File: src/rtl/uart_pkg.sv
// Shared types and constants for the UART transmit path.
package uart_pkg;

  localparam int unsigned UART_DIV_MIN   = 4;
  localparam int unsigned UART_DATA_BITS = 8;

  typedef enum logic [2:0] {
    IDLE,
    START,
    DATA,
    PARITY,
    STOP
  } uart_state_e;

  function automatic logic [15:0] uart_clamp_div(input logic [15:0] div);
    return (div < 16'(UART_DIV_MIN)) ? 16'(UART_DIV_MIN) : div;
  endfunction

endpackage

File: src/rtl/uart_tx_fifo.sv
// Synchronous byte FIFO; level counter is one bit wider than the pointers so
// full and empty are distinguishable.
module uart_tx_fifo
  import uart_pkg::*;
#(
  parameter int unsigned DEPTH = 16
) (
  input  logic                          clk,
  input  logic                          resetn,
  input  logic                          push_i,
  input  logic [UART_DATA_BITS-1:0]     data_i,
  input  logic                          pop_i,
  output logic [UART_DATA_BITS-1:0]     head_o,
  output logic [$clog2(DEPTH):0]        level_o,
  output logic                          full_o
);

  localparam int unsigned AW = $clog2(DEPTH);

  logic [UART_DATA_BITS-1:0] mem_q [DEPTH];
  logic [AW-1:0]             wr_ptr_q;
  logic [AW-1:0]             rd_ptr_q;
  logic [AW:0]               level_q;
  logic                      do_push;
  logic                      do_pop;

  assign full_o  = (level_q == (AW+1)'(DEPTH));
  assign do_push = push_i && !full_o;
  assign do_pop  = pop_i && (level_q != '0);
  assign head_o  = mem_q[rd_ptr_q];
  assign level_o = level_q;

  always_ff @(posedge clk) begin
    if (do_push) begin
      mem_q[wr_ptr_q] <= data_i;
    end
  end

  always_ff @(posedge clk or negedge resetn) begin
    if (!resetn) begin
      wr_ptr_q <= '0;
      rd_ptr_q <= '0;
      level_q  <= '0;
    end else begin
      if (do_push) wr_ptr_q <= wr_ptr_q + 1'b1;
      if (do_pop)  rd_ptr_q <= rd_ptr_q + 1'b1;
      case ({do_push, do_pop})
        2'b10:   level_q <= level_q + 1'b1;
        2'b01:   level_q <= level_q - 1'b1;
        default: level_q <= level_q;
      endcase
    end
  end

endmodule

File: src/rtl/uart_tx_stream.sv
// 8N1 UART transmitter fed from a byte FIFO. Define UART_TX_PARITY_EN to
// insert an even-parity bit between the data bits and the stop bit.
module uart_tx_stream
  import uart_pkg::*;
#(
  parameter int unsigned FIFO_DEPTH  = 16,
  parameter int unsigned DEFAULT_DIV = 106
) (
  input  logic                          clk,
  input  logic                          resetn,
  input  logic [15:0]                   cfg_div,
  input  logic                          cfg_div_we,
  input  logic                          in_valid,
  input  logic [7:0]                    in_data,
  output logic                          in_ready,
  output logic                          ser_tx,
  output logic                          tx_busy,
  output logic [$clog2(FIFO_DEPTH):0]   fifo_level
);

  uart_state_e                       state_q;
  logic [15:0]                       div_q;
  logic [15:0]                       frame_div_q;
  logic [15:0]                       cnt_q;
  logic [2:0]                        bit_q;
  logic [UART_DATA_BITS-1:0]         shift_q;
  logic                              ser_q;
  logic                              busy_q;
  logic [UART_DATA_BITS-1:0]         head;
  logic [$clog2(FIFO_DEPTH):0]       level;
  logic                              full;
  logic                              bit_end;
  logic                              pop;
`ifdef UART_TX_PARITY_EN
  logic                              par_q;
`endif

  uart_tx_fifo #(
    .DEPTH(FIFO_DEPTH)
  ) u_fifo (
    .clk    (clk),
    .resetn (resetn),
    .push_i (in_valid),
    .data_i (in_data),
    .pop_i  (pop),
    .head_o (head),
    .level_o(level),
    .full_o (full)
  );

  assign in_ready   = !full;
  assign fifo_level = level;
  assign ser_tx     = ser_q;
  assign tx_busy    = busy_q;
  assign bit_end    = (cnt_q == frame_div_q - 16'd1);
  // Pop both from IDLE and at the last stop cycle so frames run back to back.
  assign pop        = (level != '0) && ((state_q == IDLE) || ((state_q == STOP) && bit_end));

  always_ff @(posedge clk or negedge resetn) begin
    if (!resetn) begin
      div_q <= 16'(DEFAULT_DIV);
    end else if (cfg_div_we) begin
      div_q <= uart_clamp_div(cfg_div);
    end
  end

  always_ff @(posedge clk or negedge resetn) begin
    if (!resetn) begin
      state_q     <= IDLE;
      frame_div_q <= 16'(DEFAULT_DIV);
      cnt_q       <= '0;
      bit_q       <= '0;
      shift_q     <= '0;
      ser_q       <= 1'b1;
      busy_q      <= 1'b0;
`ifdef UART_TX_PARITY_EN
      par_q       <= 1'b0;
`endif
    end else if (pop) begin
      state_q     <= START;
      frame_div_q <= div_q;
      cnt_q       <= '0;
      shift_q     <= head;
      ser_q       <= 1'b0;
      busy_q      <= 1'b1;
`ifdef UART_TX_PARITY_EN
      par_q       <= ^head;
`endif
    end else begin
      cnt_q <= bit_end ? '0 : cnt_q + 16'd1;
      case (state_q)
        IDLE: begin
          cnt_q  <= '0;
          ser_q  <= 1'b1;
          busy_q <= 1'b0;
        end
        START: begin
          if (bit_end) begin
            state_q <= DATA;
            bit_q   <= '0;
            ser_q   <= shift_q[0];
          end
        end
        DATA: begin
          if (bit_end) begin
            if (bit_q == 3'(UART_DATA_BITS - 1)) begin
`ifdef UART_TX_PARITY_EN
              state_q <= PARITY;
              ser_q   <= par_q;
`else
              state_q <= STOP;
              ser_q   <= 1'b1;
`endif
            end else begin
              bit_q   <= bit_q + 3'd1;
              shift_q <= shift_q >> 1;
              ser_q   <= shift_q[1];
            end
          end
        end
`ifdef UART_TX_PARITY_EN
        PARITY: begin
          if (bit_end) begin
            state_q <= STOP;
            ser_q   <= 1'b1;
          end
        end
`endif
        STOP: begin
          if (bit_end) begin
            state_q <= IDLE;
            busy_q  <= 1'b0;
            ser_q   <= 1'b1;
          end
        end
        default: begin
          state_q <= IDLE;
          ser_q   <= 1'b1;
          busy_q  <= 1'b0;
        end
      endcase
    end
  end

endmodule

File: config.mk
export PLATFORM = sky130hd
export DESIGN_NAME = uart_tx_stream
export DESIGN_NICKNAME = d
export VERILOG_FILES = /design/src/rtl/uart_pkg.sv /design/src/rtl/uart_tx_fifo.sv /design/src/rtl/uart_tx_stream.sv
export SDC_FILE = /design/constraint.sdc
export NUM_CORES = 1
export LEC_CHECK = 0
export CORE_MARGIN = 2
export CORE_UTILIZATION = 55
export DETAILED_ROUTE_END_ITERATION = 7
export MAX_ROUTING_LAYER = met4
export PLACE_DENSITY = 0.73
export SETUP_SLACK_MARGIN = 0.15
export SLEW_MARGIN = 20
export SYNTH_ARGS = -nofsm -noshare
export SYNTH_HDL_FRONTEND = slang
export SYNTH_SLANG_ARGS = --single-unit
File: constraint.sdc
create_clock -name clk -period 6.1 [get_ports clk]
set_input_delay 1.22 -clock clk [delete_from_list [all_inputs] [get_ports clk]]
set_output_delay 1.22 -clock clk [all_outputs]
set_load 0.01 [all_outputs]
=== Yosys cells after proc, flatten, opt, wreduce, memory -nomap -nowiden ===
Memories as Yosys holds them, arrays and structs flattened.
Index checks and enable logic that the tools add are counted.

* $add $sub $neg: 7
* Order comparisons: 1
* Eq/ne operators: 18
* Multiplexer cells: 29
* Bitwise gates (word level): 1
* Reduce and logical (&&, ||, !) cells: 18

{| class="wikitable"
|+ Operators by type and width
! operator !! count
|-
| two-way mux 16 bit || 4
|-
| two-way mux 8 bit || 4
|-
| two-way mux 3 bit || 7
|-
| adder 16 x 1 -> 16 bit, second input constant || 1
|-
| equality test 16 bit || 1
|-
| < comparator 16 x 3 -> 1 bit, second input constant || 1
|-
| subtractor 16 x 1 -> 16 bit, second input constant || 1
|-
| inequality test 3 x 2 -> 1 bit, second input constant || 4
|-
| one-hot mux 3 bit (4 select lines) || 1
|-
| one-hot mux 5 bit (2 select lines) || 1
|-
| AND reduction 5 bit || 2
|-
| two-way mux 1 bit || 9
|-
| adder 4 x 1 -> 4 bit, second input constant || 2
|-
| nonzero test 2 bit || 4
|-
| equality test 3 bit, second input constant || 2
|-
| inequality test 2 x 1 -> 1 bit, second input constant || 3
|-
| inequality test 2 bit, second input constant || 3
|-
| one-hot mux 3 bit (2 select lines) || 1
|-
| AND reduction 3 bit || 2
|-
| adder 5 x 1 -> 5 bit, second input constant || 1
|-
| equality test 5 bit, second input constant || 1
|-
| nonzero test 5 bit || 1
|-
| subtractor 5 x 1 -> 5 bit, second input constant || 1
|-
| logical AND 1 bit || 4
|-
| other kinds (13) || 13
|}

* Register bits after elaboration: 77
* Memory bits (writable): 128
* Bits of input ports: 28
* Word-level logic and storage cells: 86
* Memories kept: 1

{| class="wikitable"
|+ Memories
! name !! depth !! bits a word !! read ports !! clocked after memory_dff !! write ports !! line !! source
|-
| u_fifo.mem_q || 16 || 8 || 1 || 0 || 1 || uart_tx_fifo.sv:20 || <nowiki>logic [UART_DATA_BITS-1:0] mem_q [DEPTH];</nowiki>
|}

=== Depth between registers and ports, before layout ===
* Depth after elaboration: 8
* Gate-level depth with buffers: 21
* Gate-level depth less buffers: 20

=== By module ===
From an unflattened synthesis, not the netlist that was laid out.

* Cells, all modules: 634
* Area total of the unflattened synthesis: 9230.1 µm²

{| class="wikitable"
|+ Modules (own cells, without submodules)
! module !! times used !! cells an instance !! area an instance (µm²)
|-
| uart_tx_fifo || 1 || 318 || 5755.5
|-
| uart_tx_stream || 1 || 316 || 3474.6
|}

=== Worst setup path after synthesis ===
OpenSTA, ideal clock, no wires.

* Kind: register to register
* Start: reg frame_div_q[3]
* End: reg u_fifo.level_q[4], in the netlist u_fifo.level_o[4]
* Library setup time: 0.128 ns
* Data arrival time: 4.035 ns
* Required time: 5.972 ns
* Slack: 1.938 ns
* Cell stages (with the launch flop): 22
* Path buffers: 3
* Clock period less this slack: 4.162 ns
* Cells stage by stage: dfstp_2 > buf_2 > or4_1 > buf_2 > nor4_1 > xnor2_1 > nand3_1 > or4_4 > o21ai_2 > nand2_2 > buf_6 > inv_1 > ha_1 > xor2_1 > ha_1 > nor2b_1 > o21ai_0 > o21ai_0 > a21oi_1 > xor2_1 > nor2_1 > xor2_1

* Cells in the longest elaborated chain, start to end: 8
* Elaborated cells on any way between the ends: 10

{| class="wikitable"
|+ RTL lines
! element !! line !! source
|-
| start: declaration || uart_tx_stream.sv:23 || <nowiki>logic [15:0] frame_div_q;</nowiki>
|-
| start signal: assignment || uart_tx_stream.sv:70 || <nowiki>frame_div_q <= 16'(DEFAULT_DIV);</nowiki>
|-
| start signal: assignment || uart_tx_stream.sv:81 || <nowiki>frame_div_q <= div_q;</nowiki>
|-
| subtractor 16 x 1 -> 16 bit (*) || uart_tx_stream.sv:55 || <nowiki>assign bit_end = (cnt_q == frame_div_q - 16'd1);</nowiki>
|-
| equality test 16 bit (*) || uart_tx_stream.sv:55 ||
|-
| logical AND 1 bit (*) || uart_tx_stream.sv:57 || <nowiki>assign pop = (level != '0) && ((state_q == IDLE) || ((state_q == STOP) && bit_end));</nowiki>
|-
| logical OR 1 bit (*) || uart_tx_stream.sv:57 ||
|-
| logical AND 1 bit (*) || uart_tx_stream.sv:57 ||
|-
| logical AND 1 bit (*) || uart_tx_fifo.sv:29 || <nowiki>assign do_pop = pop_i && (level_q != '0);</nowiki>
|-
| named net u_fifo.do_pop || uart_tx_fifo.sv:25 || <nowiki>logic do_pop;</nowiki>
|-
| equality test 2 x 1 -> 1 bit or equality test 2 bit (tied branches) || uart_tx_fifo.sv:47 || <nowiki>case ({do_push, do_pop})</nowiki>
|-
| one-hot mux 5 bit (2 select lines) or nonzero test 2 bit (tied branches) || -- ||
|-
| end signal: assignment || uart_tx_fifo.sv:48 || <nowiki>2'b10: level_q <= level_q + 1'b1;</nowiki>
|-
| end signal: assignment || uart_tx_fifo.sv:49 || <nowiki>2'b01: level_q <= level_q - 1'b1;</nowiki>
|-
| end signal: assignment || uart_tx_fifo.sv:50 || <nowiki>default: level_q <= level_q;</nowiki>
|-
| end: declaration || uart_tx_fifo.sv:23 || <nowiki>logic [AW:0] level_q;</nowiki>
|}

The timed path passes the listed nets; every way through them passes the cells marked *.
A chain may end at the register's enable or synchronous reset.

=== Worst setup path after layout ===
* Start: reg frame_div_q[4]
* End: reg u_fifo.level_q[4], in the netlist u_fifo.level_o[4]

Same word-level chain as after synthesis.

==> impl_metrics.yaml <==
finish:
  layout-drive-gt1-share: 0.163
  nNetsFinal: 726
  seq_area_mm2: 0.00578
  layout_commonest_cell: "edfxtp_1"
  antennaDiodeCount: 0
  fillerInstances: 1174
  fin_area_mm2: 0.0104
  final_cell_mix: "128 x edfxtp_1, 67 x dfrtp_1, 51 x nor2_1"
  area_delta_synth_final_pct: 12.7
  multi_input_area_mm2: 0.00322
die:
  initial_core_util: 0.559
  std_cell_rows: 47
  chipHeight_um: 134
  io_pins: 36
  die_x_um: 134
  coreArea_mm2: 0.0165
  die-area_mm2: 0.0178
cts:
  hold_buffers: 0
  cts_setup_buffers: 0
  path_clk_slew_ps: 60
  cts_root_buffer: "clkbuf_16"
  post_cts_resized: 0
  cts_buffer_depth: 3
  htreeDepth: 1
  insertion_delay_ps: 510
  cts.sinks: 205
  cts_buffers: 22
  cts_tree: "yes"
route:
  met3_length_um: 677
  routed.top_layer: "met4"
  num_vias: 5312
  wl_per_cell_um: 19.6
  firstDrtPassIters: 4
  drt_first_iter_violations: 445
  drt-total-wl_mm: 18.0
  viasPerCell: 5.78
  wl_met1_mm: 7.78
  drc_errors: 0
  route.met2.wl_mm: 9.19
  antenna_left: 0
yosys:
  synth.distinct_cells: 62
  synth_ff_type: "edfxtp_1"
  syn_area_mm2: 0.00923
  ys_warn_count: 0
  ys_seq_elements: 205
  synth_async_sr_flop_share: 0.376
  netlist_instances: 650
  avgSynthCellArea_um2: 14.2
  synth_edf_count: 128
  yosysSeqAreaShare: 0.626
  synth_fp_nets: 691
power:
  peakVddDrop_uv: 357
  p_total_mw: 4.72
  leakagePower_nw: 3.88
  power_density_mw_per_mm2: 453
sta:
  tightest_slew_ps: 955
  maxSlewHeadroom: 0.363
  rsz0062_at_grt: "false"
  setup_ws_ps: 1210
  timing.hold.ws_ps: 487
  fin_crit_sh: 0.801
  skew_ps: 7.38
  fmax_ghz: 0.205
  finalMaxSlewViolations: 0
  hold_violations: 0
  finalSetupViolCount: 0
  timing.final.crit_period_ps: 4890
  setup-tns-final_ps: 0
placed_design:
  gp_congestion: 0.863
  detailed_place_hpwl_mm: 12.3
  io_buffers: 35
  place_area_mm2: 0.00977
  preCtsSetupSlack_ps: 1270
run:
  maxCapViolations: 0
worst_setup_path:
  crit_chain: "or4_1 > nor4_1 > xnor2_1 > nand3_1 > or4_4 > o21ai_2 > nand2_2 > buf_4 > inv_1 > ha_1 > xor2_1 > ha_1 > nor2b_1 > o21ai_0 > o21ai_0 > a21oi_1 > xor2_1 > nor2_1 > xor2_1"
  crit_family: "simple AND/OR/NAND/NOR gates"
  endpoint_kind: "register"
  crit_fanout: 20
  required_ps: 6490
  worst-path-buf-inv: 2
  crit_top_cell: "xor2_1"
  path_class: "reg2reg"
  ff2ff_setup_slack_ps: 1210
  arrival_ps: 5280
  start_kind: "register"
  crit_slowest_cell: "or4_1"
  cp_slowest_stage_delay_ps: 710
grt:
  grt_use_total: 0.219
  grt_pass1_vias: 5542
  grt_max_degree: 78
  grt.overflow.total: 0
  antenna_found_initial: 0
  grt_pass1_wl_mm: 29.8
outcome:
  status: "complete, no violations"
min_path:
  holdCritPathClass: "reg2reg"
## per-layer routing
metal,vias up,track usage
li1,2503,-
met1,2680,0.278
met2,97,0.372
met3,32,0.0381
met4,0,0.0485
met5,-,-
## per-stage QoR
| stage | util | std cells |
|---|---|---|
| 5_1_grt | 0.630 | 919 |
| 3_3_place_gp | 0.591 | 881 |
| 3_5_place_dp | 0.591 | 881 |
| 6_report | 0.630 | 919 |
| 4_1_cts | 0.630 | 919 |
| 2_1_floorplan | - | 650 |
## logic make-up (layout without fill, tap and decap cells)
group / count (synthesis) / after routing / share of synthesized area
AO/OA/AOI/OAI: 75 / 75 / 0.0576
buffers and inverters: 55 / 104 / 0.0249
adder cells (fa/ha/maj): 13 / 13 / 0.0176
XOR/XNOR: 44 / 44 / 0.0417
multiplexers: 82 / 82 / 0.133
flip-flops: 205 / 205 / 0.626
AND/OR/NAND/NOR: 176 / 176 / 0.0986
## synth_stat cells (2+ instances only)
| cell | count | area share |
|---|---|---|
| o211ai_1 | 4 | 0.0033 |
| mux2_2 | 14 | 0.017 |
| mux2i_1 | 27 | 0.029 |
| dfrtp_1 | 68 | 0.18 |
| or3_4 | 2 | 0.0024 |
| nand4_1 | 2 | 0.0014 |
| a21o_1 | 3 | 0.0024 |
| edfxtp_1 | 128 | 0.42 |
| mux4_2 | 25 | 0.061 |
| a211o_1 | 2 | 0.0019 |
| o21a_1 | 2 | 0.0016 |
| ha_1 | 13 | 0.018 |
| or4_4 | 2 | 0.0024 |
| o21ai_2 | 2 | 0.0019 |
| clkbuf_1 | 19 | 0.0077 |
| buf_6 | 2 | 0.0024 |
| nand2b_1 | 5 | 0.0034 |
| nor4_1 | 12 | 0.0081 |
| or3_1 | 6 | 0.0041 |
| and3_1 | 6 | 0.0041 |
| inv_1 | 23 | 0.0093 |
| o221ai_1 | 13 | 0.012 |
| or4_1 | 4 | 0.0033 |
| o21ai_1 | 2 | 0.0011 |
| a31oi_1 | 5 | 0.0034 |
| dfstp_2 | 9 | 0.026 |
| a21oi_1 | 12 | 0.0065 |
| o221a_1 | 4 | 0.0049 |
| nand3_1 | 24 | 0.013 |
| xor2_1 | 17 | 0.016 |
| mux2_4 | 16 | 0.026 |
| buf_2 | 7 | 0.0038 |
| nor2b_1 | 7 | 0.0047 |
| nor2_1 | 51 | 0.021 |
| xnor2_1 | 27 | 0.026 |
| buf_1 | 3 | 0.0012 |
| o22ai_1 | 3 | 0.0020 |
| nand2_1 | 31 | 0.013 |
| o21ai_0 | 13 | 0.0070 |
| nor3_1 | 13 | 0.0070 |
## where the power goes
part | internal (mW) | switching, mW
sequential | 1.75 | 0.250
clock | 0.671 | 0.510
combinational | 0.756 | 0.777
## worst reg2reg max path: cells and delay by family, from the launching register on
kind                     cells  cell delay, ps
flip-flops                   1             450
adder cells (fa/ha/maj)      2             420
XOR/XNOR                     4             560
AND/OR/NAND/NOR              7            2100
buffers and inverters        2             410
AO/OA/AOI/OAI                4             840
## worst paths after layout
kind                            depth (start not counted)            endpoint            from
worst max register to register                         19   u_fifo.level_o[4]  frame_div_q[4]
worst max-delay path                                   19   u_fifo.level_o[4]  frame_div_q[4]
min in group asynchronous                               1           div_q[13]          resetn
max in group asynchronous                               1  u_fifo.rd_ptr_q[0]          resetn
worst min register to register                          2      frame_div_q[1]        div_q[1]
worst min-delay path                                    2      frame_div_q[1]        div_q[1]
## cell type report
type	instances	share of cell area
Sequential cell	205	0.556
Multi-Input combinational cell	390	0.310
Clock buffer	32	0.0565
Timing Repair Buffer	42	0.0385
Tap cell	220	0.0265
Inverter	24	0.00866
Clock inverter	6	0.00445
## sequential cells by signal (all words and copies together), names as in the netlist, 4 cells and up
| register | cells |
|---|---|
| div_q | 16 |
| cnt_q | 16 |
| u_fifo.level_o | 5 |
| u_fifo.rd_ptr_q | 4 |
| u_fifo.wr_ptr_q | 4 |
| frame_div_q | 16 |
| shift_q | 8 |
| u_fifo.mem_q | 128 |
(Power assumes the default switching activity.)
